**config.mk**
```make
export PLATFORM = sky130hd
export DESIGN_NAME = cpri_pattern_play_ctrl
export DESIGN_NICKNAME = d
export VERILOG_FILES = /design/src/rtl/cpri_play_pkg.sv /design/src/rtl/cpri_play_dly.sv /design/src/rtl/cpri_pattern_play_ctrl.sv
export SDC_FILE = /design/constraint.sdc
export NUM_CORES = 1
export LEC_CHECK = 0
export ABC_AREA = 0
export BUFFER_PORTS_ARGS = -buffer_cell sky130_fd_sc_hd__buf_2
export CAP_MARGIN = 40
export CORE_MARGIN = 10
export CORE_UTILIZATION = 58
export CTS_CLUSTER_SIZE = 14
export DETAILED_ROUTE_END_ITERATION = 10
export PLACE_DENSITY = 0.83
export SLEW_MARGIN = 0
export SYNTH_ARGS = -nofsm -noshare
export SYNTH_HDL_FRONTEND = slang
export SYNTH_SLANG_ARGS = --single-unit
```
**constraint.sdc**
```tcl
create_clock -name clk -period 4.25 [get_ports clk]
set_input_delay 0.85 -clock clk [delete_from_list [all_inputs] [get_ports clk]]
set_output_delay 0.85 -clock clk [all_outputs]
set_load 0.005 [all_outputs]
```
**src/rtl/cpri_play_pkg.sv**
```systemverilog
// Shared types and default constants for the CPRI test-pattern playback scheduler.
package cpri_play_pkg;

  typedef enum logic [1:0] {
    StIdle,
    StArm,
    StRun,
    StDrain
  } play_state_e;

  localparam int unsigned DEF_CHIP_LEN = 96;
  localparam int unsigned DEF_SOP_OFS  = 3;
  localparam int unsigned DEF_RD_LAT   = 2;
  localparam int unsigned DEF_SYM_LEN  = 44352;
  // Address width needed to reach every word of a default-length symbol.
  localparam int unsigned DEF_ADDR_W   = $clog2(DEF_SYM_LEN + 1);

endpackage

```
**src/rtl/cpri_play_dly.sv**
```systemverilog
// Fixed-depth shift register with synchronous clear; aligns qualifiers with ROM read latency.
module cpri_play_dly #(
  parameter int unsigned Width = 1,
  parameter int unsigned Depth = 2
) (
  input  logic             clk,
  input  logic             clr,
  input  logic [Width-1:0] d_i,
  output logic [Width-1:0] q_o
);

  logic [Width-1:0] pipe_q [Depth];

  always_ff @(posedge clk) begin
    if (clr) begin
      for (int i = 0; i < Depth; i++) pipe_q[i] <= '0;
    end else begin
      pipe_q[0] <= d_i;
      for (int i = 1; i < Depth; i++) pipe_q[i] <= pipe_q[i-1];
    end
  end

  assign q_o = pipe_q[Depth-1];

endmodule

```
**src/rtl/cpri_pattern_play_ctrl.sv**
```systemverilog
// Playback scheduler: chip-aligned start, per-symbol ROM read gating and latency-matched strobes.
module cpri_pattern_play_ctrl
  import cpri_play_pkg::*;
#(
  parameter int unsigned CHIP_LEN = DEF_CHIP_LEN,
  parameter int unsigned SOP_OFS  = DEF_SOP_OFS,
  parameter int unsigned ADDR_W   = DEF_ADDR_W,
  parameter int unsigned SYM_W    = 3,
  parameter int unsigned RD_LAT   = DEF_RD_LAT
) (
  input  logic                  clk,
  input  logic                  rst,
  input  logic                  start_i,
  input  logic                  stop_i,
  input  logic [ADDR_W-1:0]     cfg_len_i,
  input  logic [SYM_W-1:0]      cfg_sym_period_i,
  input  logic [2**SYM_W-1:0]   cfg_sym_mask_i,
  output logic [ADDR_W-1:0]     rom_addr_o,
  output logic                  rom_rden_o,
  output logic                  dat_vld_o,
  output logic                  sym_sop_o,
  output logic                  sym_eop_o,
  output logic [SYM_W-1:0]      sym_idx_o,
  output logic                  sop_o,
  output logic                  busy_o
);

  localparam int unsigned ChipW = $clog2(CHIP_LEN);
  localparam logic [ChipW-1:0] ChipLast = ChipW'(CHIP_LEN - 1);
  localparam logic [ChipW-1:0] SopAt    = ChipW'(SOP_OFS);

  logic [ChipW-1:0]     chip_cnt_q;
  play_state_e          state_q, state_d;
  logic [ADDR_W-1:0]    addr_q, addr_d, len_q;
  logic [SYM_W-1:0]     sym_q, sym_d, period_q;
  logic [2**SYM_W-1:0]  mask_q;
  logic                 start_ok, last_word, last_sym;
  logic                 rden_d, ssop_d, seop_d;
  logic [ADDR_W-1:0]    rom_addr_d;
  logic [SYM_W-1:0]     idx_d;
  logic                 sym_sop_q, sym_eop_q;
  logic [SYM_W-1:0]     sym_idx_q;

  always_ff @(posedge clk) begin
    if (rst) begin
      chip_cnt_q <= '0;
    end else begin
      chip_cnt_q <= (chip_cnt_q == ChipLast) ? '0 : chip_cnt_q + ChipW'(1);
    end
  end

  assign sop_o  = (chip_cnt_q == SopAt);
  assign busy_o = (state_q != StIdle);

  // Stop beats start when both arrive in idle; a zero length or period is never armed.
  assign start_ok = (state_q == StIdle) && start_i && !stop_i &&
                    (cfg_len_i != '0) && (cfg_sym_period_i != '0);

  always_comb begin
    state_d   = state_q;
    addr_d    = addr_q;
    sym_d     = sym_q;
    last_word = (addr_q == len_q - ADDR_W'(1));
    last_sym  = (sym_q == period_q - SYM_W'(1));

    unique case (state_q)
      StIdle:  if (start_ok) state_d = StArm;
      StArm: begin
        if (stop_i) state_d = StIdle;
        else if (chip_cnt_q == ChipLast) state_d = StRun;
      end
      StRun:   if (stop_i) state_d = last_word ? StIdle : StDrain;
      StDrain: if (last_word) state_d = StIdle;
      default: state_d = StIdle;
    endcase

    // Counters advance even through masked symbols so frame timing is mask-independent.
    if (state_q inside {StRun, StDrain}) begin
      addr_d = last_word ? '0 : addr_q + ADDR_W'(1);
      if (last_word) sym_d = last_sym ? '0 : sym_q + SYM_W'(1);
    end
    if (state_d == StIdle) begin
      addr_d = '0;
      sym_d  = '0;
    end

    rden_d     = (state_d inside {StRun, StDrain}) && mask_q[sym_d];
    rom_addr_d = rden_d ? addr_d : '0;
    ssop_d     = rden_d && (addr_d == '0);
    seop_d     = rden_d && (addr_d == len_q - ADDR_W'(1));
    idx_d      = rden_d ? sym_d : '0;
  end

  always_ff @(posedge clk) begin
    if (rst) begin
      state_q    <= StIdle;
      addr_q     <= '0;
      sym_q      <= '0;
      len_q      <= '0;
      period_q   <= '0;
      mask_q     <= '0;
      rom_rden_o <= 1'b0;
      rom_addr_o <= '0;
      sym_sop_q  <= 1'b0;
      sym_eop_q  <= 1'b0;
      sym_idx_q  <= '0;
    end else begin
      state_q    <= state_d;
      addr_q     <= addr_d;
      sym_q      <= sym_d;
      rom_rden_o <= rden_d;
      rom_addr_o <= rom_addr_d;
      sym_sop_q  <= ssop_d;
      sym_eop_q  <= seop_d;
      sym_idx_q  <= idx_d;
      if (start_ok) begin
        len_q    <= cfg_len_i;
        period_q <= cfg_sym_period_i;
        mask_q   <= cfg_sym_mask_i;
      end
    end
  end

  cpri_play_dly #(
    .Width (3 + SYM_W),
    .Depth (RD_LAT)
  ) u_dly (
    .clk (clk),
    .clr (rst),
    .d_i ({rom_rden_o, sym_sop_q, sym_eop_q, sym_idx_q}),
    .q_o ({dat_vld_o, sym_sop_o, sym_eop_o, sym_idx_o})
  );

endmodule

```
==> metrics <==
cell area after layout=0.00514 mm^2; CTS tree=built; placed insts=641; top cell type's share of synthesized area=0.390; CP Launch Type=register; RSZ-0062 raised after global routing=false; Yosys cell types=68; largest cells by area after synthesis=dfxtp_1 39%, nor2_1 6.4%, mux2i_1 6.4%; drt via density=5.78; Total GRT Usage=0.186; crit end category=register; ratio of cells with drive above 1 in the final layout=0.215; vias in the first global route=3686; Synth Flop Type=dfxtp_1; FFs w/ async S/R, synth=0; cell family with most CP delay=simple AND/OR/NAND/NOR gates; min-delay src=u_dly.pipe_q[0][2]; Gate Count Post-Synth=505; Initial DRT Pass Iterations=4; Routed Antenna Nets=0; status=completed; clock slew at reported path FFs=100 ps; clock buffer depth=2; root buffer cell=clkbuf_8; dominant cell type by area after synthesis=dfxtp_1; DR WL/cell=16.7 um; Leakage=2.25 nW; syn nets=541; Worst-Skew Late Latency=360 ps; Setup CP Type=register to register; DRT iter0 DRCs=280; Period minus WS final=4080 ps; WL final=11000 um; Bufs and invs on worst path=2; fmax=245 MHz; Setup Viol. Count Final=0; first-pass GRT wire length=17900 um; r2r worst-path depth=13; Port Buffers=55; hold depth=1; # IOs=56; sequential element share of the synthesized area=0.390; DP Wirelength=8280 um; Reg-to-Reg End=sym_eop_q; placed inst area=0.00491 mm^2; final hold viol count=0; Post-synth EDFFs=0; Slew @ Worst Pin=945 ps; Starting Density=0.594; Slew Limit Fails=0; Max Cap Viol=0; Layout area overhead=12.7%; Synth Cell Area=0.00457 mm^2; Fill cells=647; final critical-path share of the clock period=0.960; Hold Path Sink=u_dly.pipe_q[0][8]; pwr dens=338 mW/mm^2; die area=0.0118 mm^2; Req. time, crit path=4480 ps; hold slack final=445 ps; chip width=109 um; remaining global-route overflow=0; CTS H-tree depth=3; VDD IR max=0.287 mV; TritonCTS Buffers=9; largest net degree at the start of global routing=36; crit path max fanout=21; Final Core Density=0.669; Synth Area per Inst=9.04 um^2; R2R Path Start=len_q[10]; CORE AREA=0.00769 mm^2; min-delay worst type=register to register; FP Rows=32; YS warnings=0; # diodes=0; Final Non-Filler Cells=659; DRC viols=0; setup TNS=0 ps; crit path DAT=4310 ps; R2R setup slack=170 ps; routability cong.=0.979; TritonCTS Sinks=89; initial antenna violation count=0; critical-path cell list=nor4_1 > maj3_1 > nand3_1 > o311ai_1 > or4bb_1 > nor4_2 > buf_4 > mux2_2 > a22oi_1 > o21ai_1 > o211ai_1 > buf_12 > a2111oi_2; Net count, final=588; total number of vias=3811; CP max stage cell=nor4_1; Vert. Die Dim=109 um; max incr delay on CP=870 ps; Seq cells post-synth=89; Max-slew headroom=0.364; Worst Skew=7.79 ps
-- layer usage --
layer | vias up | wire [um] | track usage
met3 | 22 | 650 | 0.0360
met5 | - | 0 | 0
met1 | 1803 | 4980 | 0.241
met2 | 131 | 5120 | 0.298
li1 | 1855 | - | -
met4 | 0 | 257 | 0.0725
-- sequential cells by signal (all words and copies together), names as in the netlist --
| register | flops |
|---|---|
| len_q | 16 |
| addr_q | 16 |
| period_q | 3 |
| sym_eop_q | 1 |
| sym_q | 3 |
| chip_cnt_q | 7 |
| rom_rden_o | 1 |
| sym_idx_q | 3 |
| u_dly.pipe_q | 12 |
| sym_sop_q | 1 |
| mask_q | 8 |
| state_q | 2 |
| rom_addr_o | 16 |
-- where the power goes --
part / switching (mW) / leakage [nW] / internal, mW
Sequential: 0.0213 / 0.721 / 0.849
Clock: 0.335 / 0.0931 / 0.229
Combinational: 0.171 / 1.43 / 0.131
-- layout by cell type, fill, tap and decap left out, types with 5 or more instances in the layout --
master,count
dfxtp_1,88
nor2_1,78
buf_2,55
xor2_1,33
xnor2_1,31
mux2i_1,29
nand2_1,28
nand3_1,18
nor3_2,13
nor2b_1,13
nand4_1,11
inv_1,10
nor3_1,10
and3_1,9
clkbuf_8,9
buf_4,9
a21oi_1,8
nor4_1,6
ha_1,5
-- worst max path at each step --
stage,from,endpoint,slack (ps),depth (start not counted)
final,len_q[10],sym_eop_q,170,13
after detailed placement,len_q[4],sym_eop_q,160,12
after global routing,len_q[5],sym_eop_q,5,12
after global placement,len_q[4],sym_eop_q,280,12
after floorplan,len_q[0],rom_addr_o[4],390,15
after CTS,len_q[4],sym_eop_q,130,12
-- cell type report --
class / instances / area [um^2] / area share
Tap cell: 102 / 128 / 0.0248
Multi-Input combinational cell: 376 / 2620 / 0.509
Sequential cell: 89 / 1780 / 0.347
Clock inverter: 7 / 71.3 / 0.0139
Clock buffer: 9 / 124 / 0.0241
Inverter: 10 / 37.5 / 0.00730
Timing Repair Buffer: 66 / 383 / 0.0744
-- cell usage after synthesis, types with 6 or more instances --
master	n
nor4_1	6
nand4_1	11
inv_1	10
mux2i_1	29
clkbuf_1	19
dfxtp_1	89
nor3_1	10
nand2_1	28
xnor2_1	31
xor2_1	33
and3_1	9
nor2b_1	13
nor2_1	78
a21oi_1	8
nor3_2	13
nand3_1	18
-- stage by stage --
| stage | setup WS (ps) | power, mW |
|---|---|---|
| 6_report | 171 | 1.74 |
| 5_1_grt | 5.27 | 1.81 |
| 4_1_cts | 127 | 1.73 |
| 3_5_place_dp | 160 | 1.17 |
| 3_3_place_gp | 285 | 1.16 |
| 2_1_floorplan | 386 | 1.10 |
-- cell families (layout without fill, tap and decap cells) --
logic type | count (synthesis) | count (layout) | synth area share
simple gates | 223 | 223 | 0.271
flops | 89 | 89 | 0.390
xor+xnor | 64 | 64 | 0.123
compound gates | 53 | 53 | 0.0924
buf+inv | 40 | 92 | 0.0417
mux | 30 | 30 | 0.0660
fa+ha+maj | 6 | 6 | 0.0159
-- worst reg2reg max path, stage by stage, from the launching register on --
cell and delay, ps:
dfxtp_1 450, nor4_1 870, maj3_1 320, nand3_1 80, o311ai_1 120, or4bb_1 530
nor4_2 180, buf_4 190, mux2_2 340, a22oi_1 200, o21ai_1 110, o211ai_1 280
buf_12 220, a2111oi_2 70
-- what timing repair did --
action / in CTS / in global routing
gates resized for setup: 0 / 6
buffers inserted: 0 / 2
hold buffers: 0 / 0
setup endpoints to repair: 0 / 21
Note: power is estimated with default switching activity, not from simulation.
